<file path="src/rtl/multicycle_main_control_pkg.sv">
// Shared definitions for the multi-cycle RV32 main control FSM: opcodes, ALU-control
// operation codes, mux select codes, branch fun3 codes and the FSM state type.
package multicycle_main_control_pkg;

  localparam logic [6:0] OpRtype  = 7'b0110011;
  localparam logic [6:0] OpLoad   = 7'b0000011;
  localparam logic [6:0] OpStore  = 7'b0100011;
  localparam logic [6:0] OpBranch = 7'b1100011;
  localparam logic [6:0] OpJal    = 7'b1101111;

  localparam logic [1:0] AluopAdd = 2'b00;
  localparam logic [1:0] AluopBr  = 2'b01;
  localparam logic [1:0] AluopR   = 2'b10;

  localparam logic [1:0] SrcAPc    = 2'b00;
  localparam logic [1:0] SrcARs1   = 2'b01;
  localparam logic [1:0] SrcAOldPc = 2'b10;

  localparam logic [1:0] SrcBRs2  = 2'b00;
  localparam logic [1:0] SrcBFour = 2'b01;
  localparam logic [1:0] SrcBImm  = 2'b10;

  localparam logic [1:0] MemToRegAlu  = 2'b00;
  localparam logic [1:0] MemToRegMdr  = 2'b01;
  localparam logic [1:0] MemToRegLink = 2'b10;

  localparam logic [2:0] F3Beq = 3'b000;
  localparam logic [2:0] F3Bne = 3'b001;
  localparam logic [2:0] F3Blt = 3'b100;
  localparam logic [2:0] F3Bge = 3'b101;

  typedef enum logic [3:0] {
    StIdle,
    StFetch,
    StDecode,
    StExecR,
    StWbR,
    StAddr,
    StMemRd,
    StWbLd,
    StMemWr,
    StBrCmp,
    StJal,
    StIllegal
  } state_e;

  // State following DECODE for a given opcode.
  function automatic state_e decode_next(logic [6:0] op);
    state_e nxt;
    case (op)
      OpRtype:         nxt = StExecR;
      OpLoad, OpStore: nxt = StAddr;
      OpBranch:        nxt = StBrCmp;
      OpJal:           nxt = StJal;
      default:         nxt = StIllegal;
    endcase
    return nxt;
  endfunction

endpackage

</file>
<file path="src/rtl/multicycle_main_control_branch_resolve.sv">
// Branch resolution from ALU flags.
// Ports: fun3 (branch kind), alu_zero / alu_sign / alu_lsb (ALU flags) -> taken.
// BLT relies on the ALU running SLT for aluop=01, so its result lsb is the outcome.
module multicycle_main_control_branch_resolve
  import multicycle_main_control_pkg::*;
(
  input  logic [2:0] fun3,
  input  logic       alu_zero,
  input  logic       alu_sign,
  input  logic       alu_lsb,
  output logic       taken
);

  always_comb begin
    taken = 1'b0;
    case (fun3)
      F3Beq:   taken = alu_zero;
      F3Bne:   taken = ~alu_zero;
      F3Blt:   taken = alu_lsb;
      F3Bge:   taken = ~alu_sign;
      default: taken = 1'b0;
    endcase
  end

endmodule

</file>
<file path="src/rtl/multicycle_main_control.sv">
// Main control FSM for the multi-cycle RV32 datapath.
// Inputs : clk, reset_n (sync, active-low), opcode, fun3, mem_ready, alu_zero/sign/lsb.
// Outputs: aluop, alusrc_a, alusrc_b, iord, mem_read, mem_write, ir_write, pc_write, pc_src,
//          reg_write, mem_to_reg, illegal_instr, mem_timeout.
// Outputs are a Moore decode of the state; pc_write in BR_CMP follows the branch result and
// memory states react to mem_ready / the wait-counter limit.
module multicycle_main_control
  import multicycle_main_control_pkg::*;
#(
  parameter int unsigned WAIT_LIMIT = 16,
  parameter int unsigned CNT_W      = 5
) (
  input  logic       clk,
  input  logic       reset_n,
  input  logic [6:0] opcode,
  input  logic [2:0] fun3,
  input  logic       mem_ready,
  input  logic       alu_zero,
  input  logic       alu_sign,
  input  logic       alu_lsb,
  output logic [1:0] aluop,
  output logic [1:0] alusrc_a,
  output logic [1:0] alusrc_b,
  output logic       iord,
  output logic       mem_read,
  output logic       mem_write,
  output logic       ir_write,
  output logic       pc_write,
  output logic       pc_src,
  output logic       reg_write,
  output logic [1:0] mem_to_reg,
  output logic       illegal_instr,
  output logic       mem_timeout
);

  state_e             state_q, state_d;
  logic   [CNT_W-1:0] cnt_q, cnt_d;
  logic               taken;
  logic               timeout_hit;

  multicycle_main_control_branch_resolve u_branch_resolve (
    .fun3     (fun3),
    .alu_zero (alu_zero),
    .alu_sign (alu_sign),
    .alu_lsb  (alu_lsb),
    .taken    (taken)
  );

  // mem_ready in the limit cycle counts as a normal completion.
  assign timeout_hit = (WAIT_LIMIT != 0) && (cnt_q == CNT_W'(WAIT_LIMIT)) && !mem_ready;

  always_comb begin
    state_d       = state_q;
    cnt_d         = '0;  // leaving a wait state always clears the counter
    aluop         = AluopAdd;
    alusrc_a      = SrcAPc;
    alusrc_b      = SrcBRs2;
    iord          = 1'b0;
    mem_read      = 1'b0;
    mem_write     = 1'b0;
    ir_write      = 1'b0;
    pc_write      = 1'b0;
    pc_src        = 1'b0;
    reg_write     = 1'b0;
    mem_to_reg    = MemToRegAlu;
    illegal_instr = 1'b0;
    mem_timeout   = 1'b0;

    unique case (state_q)
      StIdle: state_d = StFetch;
      StFetch: begin
        alusrc_b = SrcBFour;
        if (timeout_hit) begin
          mem_timeout = 1'b1;
          state_d     = StFetch;
        end else begin
          mem_read = 1'b1;
          if (mem_ready) begin
            ir_write = 1'b1;
            pc_write = 1'b1;
            state_d  = StDecode;
          end else begin
            cnt_d = cnt_q + 1'b1;
          end
        end
      end
      StDecode: begin
        alusrc_a = SrcAOldPc;
        alusrc_b = SrcBImm;
        state_d  = decode_next(opcode);
      end
      StExecR: begin
        alusrc_a = SrcARs1;
        alusrc_b = SrcBRs2;
        aluop    = AluopR;
        state_d  = StWbR;
      end
      StWbR: begin
        reg_write = 1'b1;
        state_d   = StFetch;
      end
      StAddr: begin
        alusrc_a = SrcARs1;
        alusrc_b = SrcBImm;
        state_d  = (opcode == OpStore) ? StMemWr : StMemRd;
      end
      StMemRd: begin
        if (timeout_hit) begin
          mem_timeout = 1'b1;
          state_d     = StFetch;
        end else begin
          iord     = 1'b1;
          mem_read = 1'b1;
          if (mem_ready) state_d = StWbLd;
          else           cnt_d   = cnt_q + 1'b1;
        end
      end
      StWbLd: begin
        reg_write  = 1'b1;
        mem_to_reg = MemToRegMdr;
        state_d    = StFetch;
      end
      StMemWr: begin
        if (timeout_hit) begin
          mem_timeout = 1'b1;
          state_d     = StFetch;
        end else begin
          iord      = 1'b1;
          mem_write = 1'b1;
          if (mem_ready) state_d = StFetch;
          else           cnt_d   = cnt_q + 1'b1;
        end
      end
      StBrCmp: begin
        alusrc_a = SrcARs1;
        alusrc_b = SrcBRs2;
        aluop    = AluopBr;
        pc_src   = 1'b1;
        pc_write = taken;
        state_d  = StFetch;
      end
      StJal: begin
        pc_write   = 1'b1;
        pc_src     = 1'b1;
        reg_write  = 1'b1;
        mem_to_reg = MemToRegLink;
        state_d    = StFetch;
      end
      StIllegal: begin
        illegal_instr = 1'b1;
        state_d       = StFetch;
      end
      default: state_d = StIdle;
    endcase

    // An instruction interrupted by reset must not commit anything in the reset cycle.
    if (!reset_n) begin
      aluop         = AluopAdd;
      alusrc_a      = SrcAPc;
      alusrc_b      = SrcBRs2;
      iord          = 1'b0;
      mem_read      = 1'b0;
      mem_write     = 1'b0;
      ir_write      = 1'b0;
      pc_write      = 1'b0;
      pc_src        = 1'b0;
      reg_write     = 1'b0;
      mem_to_reg    = MemToRegAlu;
      illegal_instr = 1'b0;
      mem_timeout   = 1'b0;
    end
  end

  always_ff @(posedge clk) begin
    if (!reset_n) begin
      state_q <= StIdle;
      cnt_q   <= '0;
    end else begin
      state_q <= state_d;
      cnt_q   <= cnt_d;
    end
  end

endmodule

</file>
<file path="config.mk">
export PLATFORM = sky130hd
export DESIGN_NAME = multicycle_main_control
export DESIGN_NICKNAME = d
export VERILOG_FILES = /design/src/rtl/multicycle_main_control_pkg.sv /design/src/rtl/multicycle_main_control_branch_resolve.sv /design/src/rtl/multicycle_main_control.sv
export SDC_FILE = /design/constraint.sdc
export NUM_CORES = 1
export LEC_CHECK = 0
export ABC_AREA = 1
export CORE_MARGIN = 8
export CORE_UTILIZATION = 40
export CTS_BUF_LIST = sky130_fd_sc_hd__clkbuf_2
export CTS_CLUSTER_SIZE = 8
export DETAILED_ROUTE_END_ITERATION = 10
export PLACE_DENSITY = 0.73
export SYNTH_ARGS = -nofsm -noshare
export SYNTH_HDL_FRONTEND = slang
export SYNTH_HIERARCHICAL = 1
export SYNTH_SLANG_ARGS = --single-unit
</file>
<file path="constraint.sdc">
create_clock -name clk -period 1.5 [get_ports clk]
set_input_delay 0.375 -clock clk [delete_from_list [all_inputs] [get_ports clk]]
set_output_delay 0.375 -clock clk [all_outputs]
set_load 0.05 [all_outputs]
</file>
==> flow_summary.json, run 1 <==
{
  "cts_buffers": 3,
  "synthArstFlopShare": 0,
  "synth.largest_area_cell": "dfxtp_1",
  "syn_area_sq_um": 916,
  "synth_top_area_share": 0.197,
  "status": "aborted with a tool error",
  "ys_top_cells_by_count": "40 x nand2_1, 23 x nor2_1, 22 x inv_1",
  "synth-seq-cells": 9,
  "cts_max_path_buffers": 2,
  "cts_root_buffer": "clkbuf_2",
  "synth-xor-area-share": 0.0287,
  "start_util": 0.418,
  "die_h_microns": 63.9,
  "postGrtWorstEndpoint": "mem_timeout",
  "haltStage": "global routing",
  "ios": 33,
  "die_w_microns": 63.9,
  "num_rows": 17,
  "gp_congestion": 0.846,
  "netlist_top_cells_area": "dfxtp_1 20%, nand2_1 16%, nor2_1 9.4%",
  "syn-num-nets": 172,
  "grt_max_degree": 7,
  "muxShareOfSynthArea": 0,
  "synthAdderAreaFrac": 0.0273,
  "syn_avg_cell_area_sq_um": 5.95,
  "worstEndpointType": "top-level output",
  "synthSimpleGateAreaFrac": 0.555,
  "error": "[ERROR DPL-0038] Utilization greater than 100%, impossible to legalize",
  "clock_sinks": 9,
  "synth_warnings": 6,
  "synth_edf_count": 0,
  "place_hpwl_mm": 2.81,
  "postSynthCellCount": 154,
  "htreeDepth": 1,
  "ys_seq_area_frac": 0.197,
  "synth_top_family_by_area": "simple AND/OR/NAND/NOR gates",
  "ys.flop_type": "dfxtp_1",
  "port_buffers": 32,
  "synth_most_common_cell": "nand2_1",
  "synthDistinctLibCells": 24,
  "synth_compound_area_frac": 0.0505
}
cells by family after synthesis:
logic type               count (synthesis)
buffers and inverters                   31
AO/OA/AOI/OAI                            8
XOR/XNOR                                 3
adder cells (fa/ha/maj)                  2
AND/OR/NAND/NOR                        101
flip-flops                               9
stage by stage:
| step | utilization | cell area, sq um | instances | setup WS [ns] | TNS (ns) |
|---|---|---|---|---|---|
| detailed placement | 0.834 | 1830 | 239 | -0.495 | -8.13 |
| global placement | 0.834 | 1830 | 239 | -0.444 | -7.25 |
| floorplan | - | 1140 | 154 | -0.165 | -0.267 |
| CTS | 0.960 | 2100 | 252 | -0.292 | -3.26 |
repair_timing:
item / in CTS
buffers inserted: 10
hold buffers: 0
endpoints found under the setup margin: 18
resized for setup: 70
pin swaps: 26
==> run 2: changes to the inputs <==
Settings changed: CORE_UTILIZATION 40 to 25, CTS_BUF_LIST sky130_fd_sc_hd__clkbuf_2 to not set, CTS_CLUSTER_SIZE 8 to not set, PLACE_DENSITY 0.73 to not set, PLACE_DENSITY_LB_ADDON set to 0.15.
==> flow_summary.json, run 2 <==
{
  "syn-num-nets": 172,
  "max-cap-violations": 0,
  "cts_max_path_buffers": 2,
  "fin_ws_ns": -0.311,
  "maxSlewViolCount": 0,
  "ys_seq_area_frac": 0.197,
  "finalPower_mw": 2.69,
  "netlist_top_cells_area": "dfxtp_1 20%, nand2_1 16%, nor2_1 9.4%",
  "first_global_vias": 1337,
  "die_w_microns": 76.5,
  "fin_crit_ns": 1.81,
  "hold_viol": 0,
  "ir_drop_mv": 0.703,
  "syn_area_sq_um": 916,
  "final_common_cell": "buf_4",
  "r2r_slack_ns": 0.10,
  "rsz0062_at_grt": "true",
  "synth_top_family_by_area": "simple AND/OR/NAND/NOR gates",
  "reg2reg_to": "cnt_q[2]",
  "final_cell_mix": "39 x buf_4, 27 x nand2_1, 20 x nor2_4, 17 x buf_12, 13 x inv_1",
  "synth_compound_area_frac": 0.0505,
  "vias_per_cell": 4.36,
  "routed_wl_mm": 3.62,
  "port_buffers": 32,
  "die-area_sq_mm": 0.00586,
  "dr_wl_met2_mm": 1.99,
  "fmax_ghz": 0.552,
  "synthDistinctLibCells": 24,
  "postSynthCellCount": 154,
  "drt-met1-wl_mm": 1.44,
  "hp-class": "reg2reg",
  "grtUsageTotal": 0.118,
  "ys.flop_type": "dfxtp_1",
  "synth-xor-area-share": 0.0287,
  "setup_violations": 17,
  "fin_crit_sh": 1.21,
  "synth.largest_area_cell": "dfxtp_1",
  "failed_checks": "negative setup slack",
  "worstSkewPairLatency_ns": 0.25,
  "power_density_mw_per_mm2": 1200,
  "status": "complete, but fails checks",
  "place_hpwl_mm": 2.59,
  "clock_sinks": 9,
  "grt.overflow.total": 0,
  "top_register": "cnt_q",
  "rr_worst_depth": 11,
  "p_leak_nw": 1.00,
  "cts_hold_buf": 0,
  "wl_per_cell_microns": 12.9,
  "crit_path_start_kind": "flop",
  "drt_first_pass_iters": 4,
  "drc_errors": 0,
  "cp.arrival_ns": 1.44,
  "antenna_found_initial": 0,
  "holdCritStartpoint": "cnt_q[0]",
  "grt_pass1_wl_mm": 5.93,
  "crit-reg2reg-launch": "cnt_q[0]",
  "num_antenna_cells": 0,
  "crit_path_end_kind": "primary output",
  "worst_slew_pin_slew_ns": 0.193,
  "first_iter_violations": 25,
  "final_util": 0.629,
  "crit_type": "reg2out",
  "fin_cells": 282,
  "reg.largest.list": "cnt_q (5), state_q (4)",
  "drive_gt1_frac": 0.628,
  "critical_path.max_fanout": 5,
  "synth_edf_count": 0,
  "clk_pin_slew_ns": 0.06,
  "fin_hold_ws_ns": 0.532,
  "synth_warnings": 6,
  "die_h_microns": 76.5,
  "core_sq_mm": 0.00358,
  "grt_max_degree": 7,
  "relSlewSlack": 0.871,
  "synthSimpleGateAreaFrac": 0.555,
  "holdPathEnd": "cnt_q[0]",
  "place_inst": 263,
  "final_net_count": 253,
  "largest_reg_flops": 5,
  "cts_tree": "built",
  "num_rows": 22,
  "synthArstFlopShare": 0,
  "crit_required_ns": 1.12,
  "ys_top_cells_by_count": "40 x nand2_1, 23 x nor2_1, 22 x inv_1",
  "setup.worst_path.start": "state_q[3]",
  "whs_path_depth": 2,
  "cts_buffers": 3,
  "muxShareOfSynthArea": 0,
  "wl_met3_microns": 107,
  "gp_congestion": 0.925,
  "synth-seq-cells": 9,
  "postPlaceCellArea_sq_mm": 0.00188,
  "synth_top_area_share": 0.197,
  "ios": 33,
  "ant_nets": 0,
  "area_growth_pct": 146,
  "vias": 1229,
  "syn_avg_cell_area_sq_um": 5.95,
  "synthAdderAreaFrac": 0.0273,
  "finClkSkew_ns": 0.00352,
  "synth_most_common_cell": "nand2_1",
  "dr.max_layer_used": "met4",
  "htreeDepth": 1,
  "fin_area_sq_mm": 0.00225,
  "start_util": 0.256,
  "cts_root_buffer": "clkbuf_4"
}
-- run 2: kinds of logic (layout without fill, tap and decap cells) --
logic type	count (synthesis)	after routing
AOI/OAI and AO/OA	8	8
xor gates and xnor gates	3	3
adders and majority gates	2	2
buffers and inverters	31	111
DFF	9	9
and+or+nand+nor	101	101
-- run 2: cell type report --
class                      count  area (sq um)
fill                         290          1330
inverter                      29           155
multi-input combinational    114           953
tap                           48          60.1
clock buffer                   4          26.3
timing repair buffer          78           857
sequential                     9           200
-- run 2: power by group --
group / switching [mW] / internal [mW]
clock: 0.0805 / 0.102
combinational: 1.13 / 0.959
sequential: 0.122 / 0.304
-- run 2: routing by layer --
layer | vias to the layer above | GRT usage
li1 | 631 | -
met1 | 561 | 0.124
met2 | 29 | 0.224
met3 | 8 | 0.0212
met4 | 0 | 0.0481
met5 | - | 0
-- run 2: repair_timing --
action / 4_1_cts / 5_1_grt
setup endpoints to repair: 17 / 18
hold endpoints to repair: 0 / 0
pin swaps: 24 / 21
buffers inserted: 8 / 7
gates cloned: 0 / 0
resized for setup: 60 / 17
-- run 2: stage by stage --
step	TNS (ns)	setup slack, ns
after global routing	-4.49	-0.365
after CTS	-3.17	-0.287
after global placement	-8.44	-0.467
after floorplan	-0.267	-0.165
after detailed placement	-8.58	-0.479
final	-3.48	-0.311
-- run 2: worst max-delay path: stages, from the launching register on --
cell and delay, ns:
dfxtp_4 0.45, inv_6 0.06, nand2_4 0.10, nor2_4 0.05, nor2_4 0.15, nand2_4 0.07
nand4_1 0.10, inv_2 0.06, buf_12 0.14
-- run 2: how the worst max path moves through the flow --
| stage | end | slack (ns) | cells after the start |
|---|---|---|---|
| after global placement | reg_write | -0.47 | 4 |
| after global routing | mem_timeout | -0.37 | 8 |
| final | mem_timeout | -0.31 | 8 |
| after floorplan | mem_write | -0.17 | 7 |
| after detailed placement | reg_write | -0.48 | 4 |
| after CTS | mem_timeout | -0.29 | 8 |
Power figures use the tool's default switching activity.
